[config.mk]
export PLATFORM = sky130hd
export DESIGN_NAME = muldiv_unit_flat
export DESIGN_NICKNAME = d
export VERILOG_FILES = /design/src/rtl/muldiv_unit_pkg.sv /design/src/rtl/muldiv_unit_if.sv /design/src/rtl/mdu_iter_core.sv /design/src/rtl/muldiv_unit.sv /design/src/flat_wrapper.sv
export SDC_FILE = /design/constraint.sdc
export NUM_CORES = 1
export LEC_CHECK = 0
export CAP_MARGIN = 5
export CORE_MARGIN = 8
export CORE_UTILIZATION = 60
export CTS_CLUSTER_SIZE = 30
export DETAILED_ROUTE_END_ITERATION = 16
export PLACE_DENSITY = 0.93
export SYNTH_ARGS = -nofsm -noshare
export SYNTH_HDL_FRONTEND = slang
export SYNTH_HIERARCHICAL = 1
export SYNTH_SLANG_ARGS = --single-unit
[constraint.sdc]
create_clock -name clk -period 15.8 [get_ports clk]
set_input_delay 3.16 -clock clk [delete_from_list [all_inputs] [get_ports clk]]
set_output_delay 3.16 -clock clk [all_outputs]
set_load 0.005 [all_outputs]
[src/rtl/muldiv_unit_pkg.sv]
// Shared op codes, FSM encodings and op-decode helpers for the iterative multiply/divide unit.
package muldiv_unit_pkg;

   typedef enum logic [1:0] {
      MDU_MULT  = 2'd0,
      MDU_MULTU = 2'd1,
      MDU_DIV   = 2'd2,
      MDU_DIVU  = 2'd3
   } mdu_op_e;

   typedef enum logic [1:0] {
      ST_IDLE = 2'd0,
      ST_RUN  = 2'd1,
      ST_FIX  = 2'd2
   } mdu_state_e;

   function automatic logic op_is_div(input mdu_op_e op);
      return (op == MDU_DIV) || (op == MDU_DIVU);
   endfunction

   function automatic logic op_is_signed(input mdu_op_e op);
      return (op == MDU_MULT) || (op == MDU_DIV);
   endfunction

endpackage

[src/rtl/muldiv_unit_if.sv]
// Operand/control bundle between the EX stage and the multiply/divide unit.
interface muldiv_unit_if
   import muldiv_unit_pkg::*;
#(
   parameter int WIDTH = 32
);
   logic             start;
   mdu_op_e          op;
   logic [WIDTH-1:0] a;
   logic [WIDTH-1:0] b;
   logic             mthi;
   logic             mtlo;
   logic             busy;
   logic             done;
   logic [WIDTH-1:0] hi;
   logic [WIDTH-1:0] lo;

   modport master (
      output start, op, a, b, mthi, mtlo,
      input  busy, done, hi, lo
   );

   modport slave (
      input  start, op, a, b, mthi, mtlo,
      output busy, done, hi, lo
   );
endinterface

[src/rtl/mdu_iter_core.sv]
// Radix-2 datapath: shift-add multiply or restoring divide, one step per enabled cycle.
module mdu_iter_core #(
   parameter int WIDTH = 32
) (
   input  logic             clk,
   input  logic             load,
   input  logic             step,
   input  logic             is_div,
   input  logic [WIDTH-1:0] opa,
   input  logic [WIDTH-1:0] opb,
   output logic [WIDTH-1:0] res_hi,
   output logic [WIDTH-1:0] res_lo
);

   // Multiply: acc = {partial, multiplier}, opr = multiplicand.
   // Divide:   acc = {remainder, dividend/quotient}, opr = divisor.
   logic [2*WIDTH-1:0] acc;
   logic [WIDTH-1:0]   opr;
   logic               div_mode;

   logic [WIDTH:0]     add_sum;
   logic [WIDTH:0]     trial;
   logic [WIDTH-1:0]   diff;
   logic               fits;
   logic [2*WIDTH-1:0] mul_next;
   logic [2*WIDTH-1:0] div_next;

   always_comb begin
      add_sum  = {1'b0, acc[2*WIDTH-1:WIDTH]} + {1'b0, opr};
      mul_next = acc[0] ? {add_sum, acc[WIDTH-1:1]}
                        : {1'b0, acc[2*WIDTH-1:WIDTH], acc[WIDTH-1:1]};
      // Remainder stays below the divisor, so the accepted difference fits in WIDTH bits.
      trial    = {acc[2*WIDTH-1:WIDTH], acc[WIDTH-1]};
      fits     = (trial >= {1'b0, opr});
      diff     = trial[WIDTH-1:0] - opr;
      div_next = fits ? {diff, acc[WIDTH-2:0], 1'b1}
                      : {trial[WIDTH-1:0], acc[WIDTH-2:0], 1'b0};
   end

   always_ff @(posedge clk) begin
      if (load) begin
         acc      <= is_div ? {{WIDTH{1'b0}}, opa} : {{WIDTH{1'b0}}, opb};
         opr      <= is_div ? opb : opa;
         div_mode <= is_div;
      end else if (step) begin
         acc <= div_mode ? div_next : mul_next;
      end
   end

   assign res_hi = acc[2*WIDTH-1:WIDTH];
   assign res_lo = acc[WIDTH-1:0];

endmodule

[src/rtl/muldiv_unit.sv]
// Iterative MULT/MULTU/DIV/DIVU unit owning HI/LO; results appear after WIDTH+1 busy cycles.
module muldiv_unit
   import muldiv_unit_pkg::*;
#(
   parameter int WIDTH = 32
) (
   input  logic         clk,
   input  logic         rst,
   muldiv_unit_if.slave bus
);

   localparam int             CW   = $clog2(WIDTH);
   localparam logic [CW-1:0]  LAST = CW'(WIDTH - 1);

   mdu_state_e       state, state_nxt;
   logic [CW-1:0]    cnt;
   logic             load, step;
   logic             done_r;
   logic [WIDTH-1:0] hi_r, lo_r;

   mdu_op_e          op_q;
   logic             neg_q, neg_r, b_zero;
   logic [WIDTH-1:0] a_raw;

   logic [WIDTH-1:0] a_mag, b_mag;
   logic [WIDTH-1:0] core_hi, core_lo;
   logic [WIDTH-1:0] fix_hi, fix_lo;

   function automatic logic [WIDTH-1:0] magnitude(input logic signed [WIDTH-1:0] v,
                                                  input logic sgn);
      return (sgn && v[WIDTH-1]) ? -v : v;
   endfunction

   function automatic logic [WIDTH-1:0] cond_neg(input logic [WIDTH-1:0] v, input logic neg);
      return neg ? -v : v;
   endfunction

   function automatic logic [2*WIDTH-1:0] cond_neg2(input logic [2*WIDTH-1:0] v, input logic neg);
      return neg ? -v : v;
   endfunction

   assign a_mag = magnitude(bus.a, op_is_signed(bus.op));
   assign b_mag = magnitude(bus.b, op_is_signed(bus.op));

   mdu_iter_core #(.WIDTH(WIDTH)) u_core (
      .clk    (clk),
      .load   (load),
      .step   (step),
      .is_div (op_is_div(bus.op)),
      .opa    (a_mag),
      .opb    (b_mag),
      .res_hi (core_hi),
      .res_lo (core_lo)
   );

   always_comb begin
      state_nxt = state;
      load      = 1'b0;
      step      = 1'b0;
      case (state)
         ST_IDLE: if (bus.start) begin
            load      = 1'b1;
            state_nxt = ST_RUN;
         end
         ST_RUN: begin
            step = 1'b1;
            if (cnt == LAST) state_nxt = ST_FIX;
         end
         ST_FIX:  state_nxt = ST_IDLE;
         default: state_nxt = ST_IDLE;
      endcase
   end

   // Sign correction and the divide-by-zero override, consumed only in FIX.
   always_comb begin
      fix_hi = core_hi;
      fix_lo = core_lo;
      if (!op_is_div(op_q)) begin
         {fix_hi, fix_lo} = cond_neg2({core_hi, core_lo}, neg_q);
      end else if (b_zero) begin
         fix_hi = a_raw;
         fix_lo = '1;
      end else begin
         fix_lo = cond_neg(core_lo, neg_q);
         fix_hi = cond_neg(core_hi, neg_r);
      end
   end

   always_ff @(posedge clk) begin
      if (!rst) begin
         state  <= ST_IDLE;
         cnt    <= '0;
         done_r <= 1'b0;
         hi_r   <= '0;
         lo_r   <= '0;
      end else begin
         state  <= state_nxt;
         done_r <= (state == ST_FIX);
         if (load)      cnt <= '0;
         else if (step) cnt <= cnt + CW'(1);
         if (state == ST_FIX) begin
            hi_r <= fix_hi;
            lo_r <= fix_lo;
         end else if (state == ST_IDLE && !bus.start) begin
            if (bus.mthi) hi_r <= bus.a;
            if (bus.mtlo) lo_r <= bus.a;
         end
      end
   end

   // Operand-side flags are captured at launch so A/B may change during the op.
   always_ff @(posedge clk) begin
      if (load) begin
         op_q   <= bus.op;
         neg_q  <= op_is_signed(bus.op) && (bus.a[WIDTH-1] ^ bus.b[WIDTH-1]);
         neg_r  <= op_is_signed(bus.op) && bus.a[WIDTH-1];
         a_raw  <= bus.a;
         b_zero <= (bus.b == '0);
      end
   end

   assign bus.busy = (state != ST_IDLE);
   assign bus.done = done_r;
   assign bus.hi   = hi_r;
   assign bus.lo   = lo_r;

endmodule

[src/flat_wrapper.sv]
// flat-port wrapper written by rule: the top's interface ports become plain ports
module muldiv_unit_flat import muldiv_unit_pkg::*;
#(
   parameter int WIDTH = 32
)
  (clk, rst, bus_start, bus_op, bus_a, bus_b, bus_mthi, bus_mtlo, bus_busy, bus_done, bus_hi, bus_lo);
  muldiv_unit_if #(.WIDTH(WIDTH)) bus_i ();
  input  logic clk;
  input  logic rst;
  input wire logic [$bits(bus_i.start)-1:0] bus_start;
  input wire logic [$bits(bus_i.op)-1:0] bus_op;
  input wire logic [$bits(bus_i.a)-1:0] bus_a;
  input wire logic [$bits(bus_i.b)-1:0] bus_b;
  input wire logic [$bits(bus_i.mthi)-1:0] bus_mthi;
  input wire logic [$bits(bus_i.mtlo)-1:0] bus_mtlo;
  output wire logic [$bits(bus_i.busy)-1:0] bus_busy;
  output wire logic [$bits(bus_i.done)-1:0] bus_done;
  output wire logic [$bits(bus_i.hi)-1:0] bus_hi;
  output wire logic [$bits(bus_i.lo)-1:0] bus_lo;
  assign bus_i.start = bus_start;
  assign bus_i.op = bus_op;
  assign bus_i.a = bus_a;
  assign bus_i.b = bus_b;
  assign bus_i.mthi = bus_mthi;
  assign bus_i.mtlo = bus_mtlo;
  assign bus_busy = bus_i.busy;
  assign bus_done = bus_i.done;
  assign bus_hi = bus_i.hi;
  assign bus_lo = bus_i.lo;
  muldiv_unit #(.WIDTH(WIDTH)) u_core (.clk(clk), .rst(rst), .bus(bus_i));
endmodule
==> results of run 1 <==
## area by class of cell
| cell class | instances | area share (%) |
|---|---|---|
| well taps | 384 | 2.434 |
| inverters | 81 | 1.540 |
| repair buffers | 158 | 7.771 |
| multi-input cells | 1620 | 56.57 |
| clock buffers | 40 | 3.917 |
| flip-flops and latches | 205 | 27.54 |
| clock inverters | 6 | 0.2345 |
## per-stage QoR
step	cell area, um^2	worst slack, ps
floorplan	17460	7693
global placement	18920	9492
detailed placement	18920	9355
CTS	19740	9916
global route	19740	9540
finish	19740	9757
## how the worst max path moves through the flow
| stage | slack, ps | depth (start not counted) | from | endpoint |
|---|---|---|---|---|
| detailed placement | 9360 | 9 | bus_a[4] | u_core/u_core/acc[29]$_DFFE_PP_ |
| finish | 9760 | 9 | bus_a[4] | u_core/u_core/acc[29]$_DFFE_PP_ |
| global route | 9540 | 9 | bus_a[4] | u_core/u_core/acc[29]$_DFFE_PP_ |
| CTS | 9920 | 9 | bus_a[4] | u_core/u_core/acc[29]$_DFFE_PP_ |
| floorplan | 7690 | 5 | bus_start | u_core/u_core/acc[0]$_DFFE_PP_ |
| global placement | 9490 | 8 | bus_a[4] | u_core/u_core/opr[29]$_DFFE_PP_ |
## logic make-up after synthesis
| family | count (synthesis) |
|---|---|
| DFF | 205 |
| adders and majority gates | 72 |
| xor gates and xnor gates | 160 |
| muxes | 121 |
| and+or+nand+nor | 597 |
| AOI/OAI and AO/OA | 670 |
| buffers and inverters | 219 |
## worst reg2reg max path, cell delays in order (launching register included)
cell,delay (ps)
edfxtp_1,680
ha_1,520
nand2_1,190
nor4_1,310
nand4_1,200
a31oi_1,230
o32ai_1,130
a21bo_4,580
nand2_1,380
a211o_1,350
a31oi_1,160
## report_power, final
part | internal, mW | switching [mW] | leakage, nW
Sequential | 0.653 | 0.140 | 1.89
Combinational | 0.410 | 0.616 | 5.05
Clock | 0.336 | 0.246 | 0.409
## Yosys cell counts (10+ instances only)
cell type / number / share of area (%)
a211oi_1: 73 / 3.1
o31ai_1: 24 / 1.0
nand3_1: 36 / 1.0
o21ai_1: 10 / 0.29
dfxtp_1: 72 / 8.3
a21o_1: 36 / 1.5
o21ai_0: 106 / 3.0
or4_1: 22 / 0.95
clkbuf_1: 106 / 2.3
buf_2: 13 / 0.37
a31oi_1: 34 / 1.2
and3_1: 15 / 0.54
a21oi_1: 191 / 5.5
o221ai_1: 11 / 0.55
nor2b_1: 49 / 1.8
o41ai_1: 14 / 0.70
edfxtp_1: 133 / 23
mux2_2: 35 / 2.3
nand2_1: 154 / 3.3
o22ai_1: 10 / 0.36
a221oi_1: 39 / 2.0
nand2b_1: 16 / 0.57
buf_1: 13 / 0.28
ha_1: 70 / 5.0
xor2_1: 95 / 4.8
nand4_1: 25 / 0.90
inv_1: 77 / 1.7
mux2i_1: 86 / 4.9
o211ai_1: 20 / 0.86
xnor2_1: 65 / 3.3
or3_1: 21 / 0.75
nor2_1: 142 / 3.1
nor4_1: 24 / 0.86
nor3_1: 37 / 1.1
## placed cells by master (no fill, tap or decap), types with 72 or more instances in the layout
master,synthesis,routed
a211oi_1,73,73
a21oi_1,191,191
clkdlybuf4s50_1,0,135
dfxtp_1,72,72
edfxtp_1,133,133
inv_1,77,77
mux2i_1,86,86
nand2_1,154,154
nor2_1,142,140
o21ai_0,106,106
xor2_1,95,95
## metal layers
metal | wire length [um] | vias up
met5 | 0 | -
met4 | 4717 | 0
met3 | 8431 | 264
met2 | 28640 | 1447
met1 | 24460 | 8365
li1 | - | 7815
## registers in the layout, summed over array words and instances (netlist names)
name and cells:
u_core/bus.done 1, u_core/b_zero 1, u_core/op_q 1, u_core/u_core/acc 64
u_core/bus.lo 32, u_core/neg_q 1, u_core/neg_r 1, u_core/state 2
u_core/a_raw 32, u_core/cnt 5, u_core/u_core/div_mode 1, u_core/u_core/opr 32
u_core/bus.hi 32
==> results.yml, run 1 <==
clock_network:
  numCtsBuffers: 25
  clock_latency_ps: 550
  cts_setup_buffers: 0
  clock-sinks: 205
  cts-htree-levels: 1
  root_buffer: "clkbuf_16"
  cts_hold_buf: 0
  cts_resized: 0
  clk_pin_slew_worst_paths_ps: 60
  cts_tree: "yes"
  cts_buffer_depth: 3
sta:
  timing.slew.headroom_pct: 17.96
  period_minus_slack_ps: 6043
  maxSlewViolCount: 0
  final.setup_skew_ps: 17.06
  setup_viol: 0
  period_share_pct: 38.24
  rsz0062_at_grt: "false"
  whs_ps: 484.4
  hold_viol: 0
  tightestPinTransition_ps: 1228
  timing.setup.tns_ps: 0
  fmax_ghz: 0.1655
flow_run:
  max-cap-violations: 0
routing:
  ant_nets: 0
  dr_total_vias: 17890
  drc_errors: 0
  routed_wl_mm: 66.25
  dr.first_iter.drc_count: 2693
  routedWlPerCell_um: 26.57
  vias_per_cell: 7.174
  first_pass_iters: 6
final_layout:
  nNetsFinal: 2234
  fin_cells: 2494
  drive_gt1_share_pct: 7.156
  multi_input_area_um2: 11170
  fin_util_pct: 68.77
  areaGrowthSynthToFinish_pct: 13.03
  seqCellArea_um2: 5435
  num_antenna_cells: 0
  fillers: 2279
die:
  die_h_um: 186.6
  fp.dieArea_um2: 34820
  initial_core_util_pct: 60.84
  die_w_um: 186.6
  std_cell_rows: 62
  io-pin-count: 137
  core_region_area_um2: 28700
min_path:
  min_path_cells: 2
  min_to: "u_core/bus.lo[13]$_SDFFE_PN0P_"
  hold_class: "register to register"
  min_from: "u_core/bus.lo[13]$_SDFFE_PN0P_"
setup_path:
  cp_max_fo: 7
  critPathTopFamily: "simple AND/OR/NAND/NOR gates"
  r2r_cells: 10
  regToRegEndpoint: "u_core/u_core/acc[57]$_SDFFCE_PP0P_"
  crit_chain: "clkdlybuf4s50_1, nor4_1, nor4b_1, and2_1, and2_1, a21oi_1, xor2_1, mux2i_1, a21oi_1"
  rr_startpoint: "u_core/u_core/acc[48]$_SDFFCE_PP0P_"
  r2r_slack_ps: 11900
  setup.worst_path.class: "primary input to register"
  critPathCaptureType: "register"
  cp.arrival_ps: 6300
  critical_path.slowest_cell: "nor4b_1"
  crit_path_start_kind: "primary input"
  critPathRequiredTime_ps: 16050
  critPathMaxStageDelay_ps: 810
  critical_path_buf_inv_count: 1
placed_design:
  placed_cells: 2448
  io_buffers: 136
  routabilityCongestion: 1.068
  dp.final_hpwl_mm: 47.63
status:
  status: "finished clean"
yosys:
  synth_area_um2: 17460
  synthMuxAreaShare_pct: 7.186
  synthAdderAreaFrac_pct: 5.245
  synthCells: 2044
  ys_types: 95
  async_reset_ff_share_pct: 0
  ys.flop_type: "edfxtp_1"
  ys_seq_area_share_pct: 31.12
  synth_xor_xnor_area_share_pct: 8.025
  synth_edf_count: 133
  avgSynthCellArea_um2: 8.544
  synth_nets: 2187
  ys_warn_count: 6
  synth-simple-area-share_pct: 17.25
  synth_compound_area_share_pct: 26.15
  synth_top_family_by_area: "compound AO/OA/AOI/OAI gates"
  ys_ff_latch: 205
pwr:
  finalPower_mw: 2.401
  p_leak_nw: 7.351
  ir_worst_vdd_v: 0.00008033
  power_density_nw_per_um2: 121.6
global_route:
  use_met2_pct: 55.15
  antenna_found_initial: 0
  track_usage_pct: 35.98
  busiest_layer: "met2"
  overflow: 0
  grt_pass1_wl_mm: 100.6
  met3_usage_pct: 6.730
  grt_pass1_vias: 16940
  grt_max_degree: 171
  grt_use_met1_pct: 46.60
(Power assumes the default switching activity.)
==> run 2, diff against run 1 <==
CORE_UTILIZATION = 55   (was 60)
PLACE_DENSITY = 0.9   (was 0.93)
clock period = 4.8 ns   (was 15.8 ns; I/O delays follow)
==> results.yml, run 2 (synthesis results as in run 1) <==
routing:
  routedWlPerCell_um: 26.26
  first_pass_iters: 8
  drc_errors: 0
  routed_wl_mm: 66.63
  ant_nets: 0
  dr_total_vias: 17770
  dr.first_iter.drc_count: 2288
  vias_per_cell: 7.006
setup_path:
  cp.arrival_ps: 4080
  crit_chain: "clkdlybuf4s50_1, nor4_1, nand3b_1, nor2b_1, nand2_1, o41ai_1, xnor2_1, mux2_2"
  cp_max_fo: 8
  critPathCaptureType: "register"
  crit_path_start_kind: "primary input"
  critical_path.slowest_cell: "nor4_1"
  rr_startpoint: "u_core/u_core/acc[44]$_SDFFCE_PP0P_"
  critPathRequiredTime_ps: 5110
  setup.worst_path.class: "primary input to register"
  crit_start: "bus_a[4]"
  critPathMaxStageDelay_ps: 710
final_layout:
  drive_gt1_share_pct: 8.478
  nNetsFinal: 2258
  areaGrowthSynthToFinish_pct: 14.67
  regMostFlops: "u_core/u_core/acc"
  fillers: 2645
  largest_reg_flops: 64
  final_area_um2: 20030
  final_cell_mix: "a21oi_1, nand2_1, nor2_1"
  num_antenna_cells: 0
  final_common_cell: "a21oi_1"
clock_network:
  cts_setup_buffers: 0
  cts_hold_buf: 0
  clk_pin_slew_worst_paths_ps: 60
  cts_tree: "yes"
  clock-sinks: 205
  clock_latency_ps: 560
  numCtsBuffers: 26
  cts_buffer_depth: 3
  cts_resized: 0
  cts-htree-levels: 1
  root_buffer: "clkbuf_16"
sta:
  fmax_ghz: 0.2652
  rsz0062_at_grt: "false"
  maxSlewViolCount: 0
  setup_viol: 0
  tightestPinTransition_ps: 1093
  timing.setup.tns_ps: 0
  final.setup_skew_ps: 28.18
  period_share_pct: 78.56
  period_minus_slack_ps: 3771
  timing.slew.headroom_pct: 26.45
  whs_ps: 499.4
  hold_viol: 0
placed_design:
  routabilityCongestion: 1.033
  dp.final_hpwl_mm: 48.70
  place_area_um2: 19130
  io_buffers: 136
pwr:
  power_density_nw_per_um2: 402.1
  p_leak_nw: 7.512
  ir_worst_vdd_v: 0.0002943
die:
  std_cell_rows: 65
  die_h_um: 194.2
  fp.dieArea_um2: 37710
  initial_core_util_pct: 55.63
  io-pin-count: 137
  core_region_area_um2: 31390
  die_w_um: 194.2
global_route:
  grt_max_degree: 170
  overflow: 0
  grt_pass1_vias: 16900
  antenna_found_initial: 1
  track_usage_pct: 33.65
  grt_pass1_wl_mm: 100.6
min_path:
  hold_class: "register to register"
  min_from: "u_core/bus.lo[0]$_SDFFE_PN0P_"
flow_run:
  max-cap-violations: 0
status:
  status: "finished clean"
run 2: cell types whose count changed in the layout (fill, tap and decap cells not counted):
cell       change
inv_4          +2
clkbuf_1       -5
buf_4         +22
buf_12         +1
clkbuf_8       -2
clkinv_2       +2
inv_6          +2
clkinv_16      +1
inv_16         -1
clkbuf_16      +3
run 2: worst paths after layout:
| kind | cells after the start | end | slack (ps) |
|---|---|---|---|
| worst max-delay path | 8 | u_core/u_core/opr[30]$_DFFE_PP_ | 1030 |
| worst min-delay path | 2 | u_core/bus.lo[0]$_SDFFE_PN0P_ | 500 |
| worst min register to register | 2 | u_core/bus.lo[0]$_SDFFE_PN0P_ | 500 |
| worst max register to register | 10 | u_core/u_core/acc[62]$_SDFFCE_PP0P_ | 1040 |
run 2: metrics by stage:
step                utilization [%]  power (mW)  instances  setup slack (ps)
detailed placement            60.93       5.912       2489             577.2
CTS                           63.79       7.934       2537              1151
global placement              60.93       5.826       2489             731.2
floorplan                         -       4.886       2044             24.24
global route                  63.79       8.401       2537             772.4
finish                        63.79       8.052       2537              1029
run 2: cell type report:
type,count,area (um^2),share of cell area (%)
clock buffer,36,802.0,4.005
clock inverter,12,96.34,0.4811
inverter,81,304.0,1.518
multi-input combinational,1620,11170,55.76
sequential,205,5435,27.14
tap,402,503.0,2.512
timing repair buffer,181,1719,8.585
run 2: per-layer routing:
| layer | vias up | GRT usage [%] | wire length (um) |
|---|---|---|---|
| li1 | 7874 | - | - |
| met1 | 8340 | 43.70 | 25680 |
| met2 | 1317 | 51.62 | 28700 |
| met3 | 241 | 6.647 | 7816 |
| met4 | 2 | 19.35 | 4421 |
| met5 | - | 0 | 13 |
run 2: power breakdown:
group | total (mW) | switching (mW) | internal (mW)
sequential | 2.51 | 0.365 | 2.15
combinational | 3.52 | 2.14 | 1.38
clock | 2.02 | 0.841 | 1.18
total | 8.05 | 3.34 | 4.71
run 2: worst max-delay path, delay by kind of cell:
kind,cells,cell delay (ps)
compound gates,1,360
simple gates,4,1760
buf+inv,1,570
xor+xnor,1,140
mux,1,290
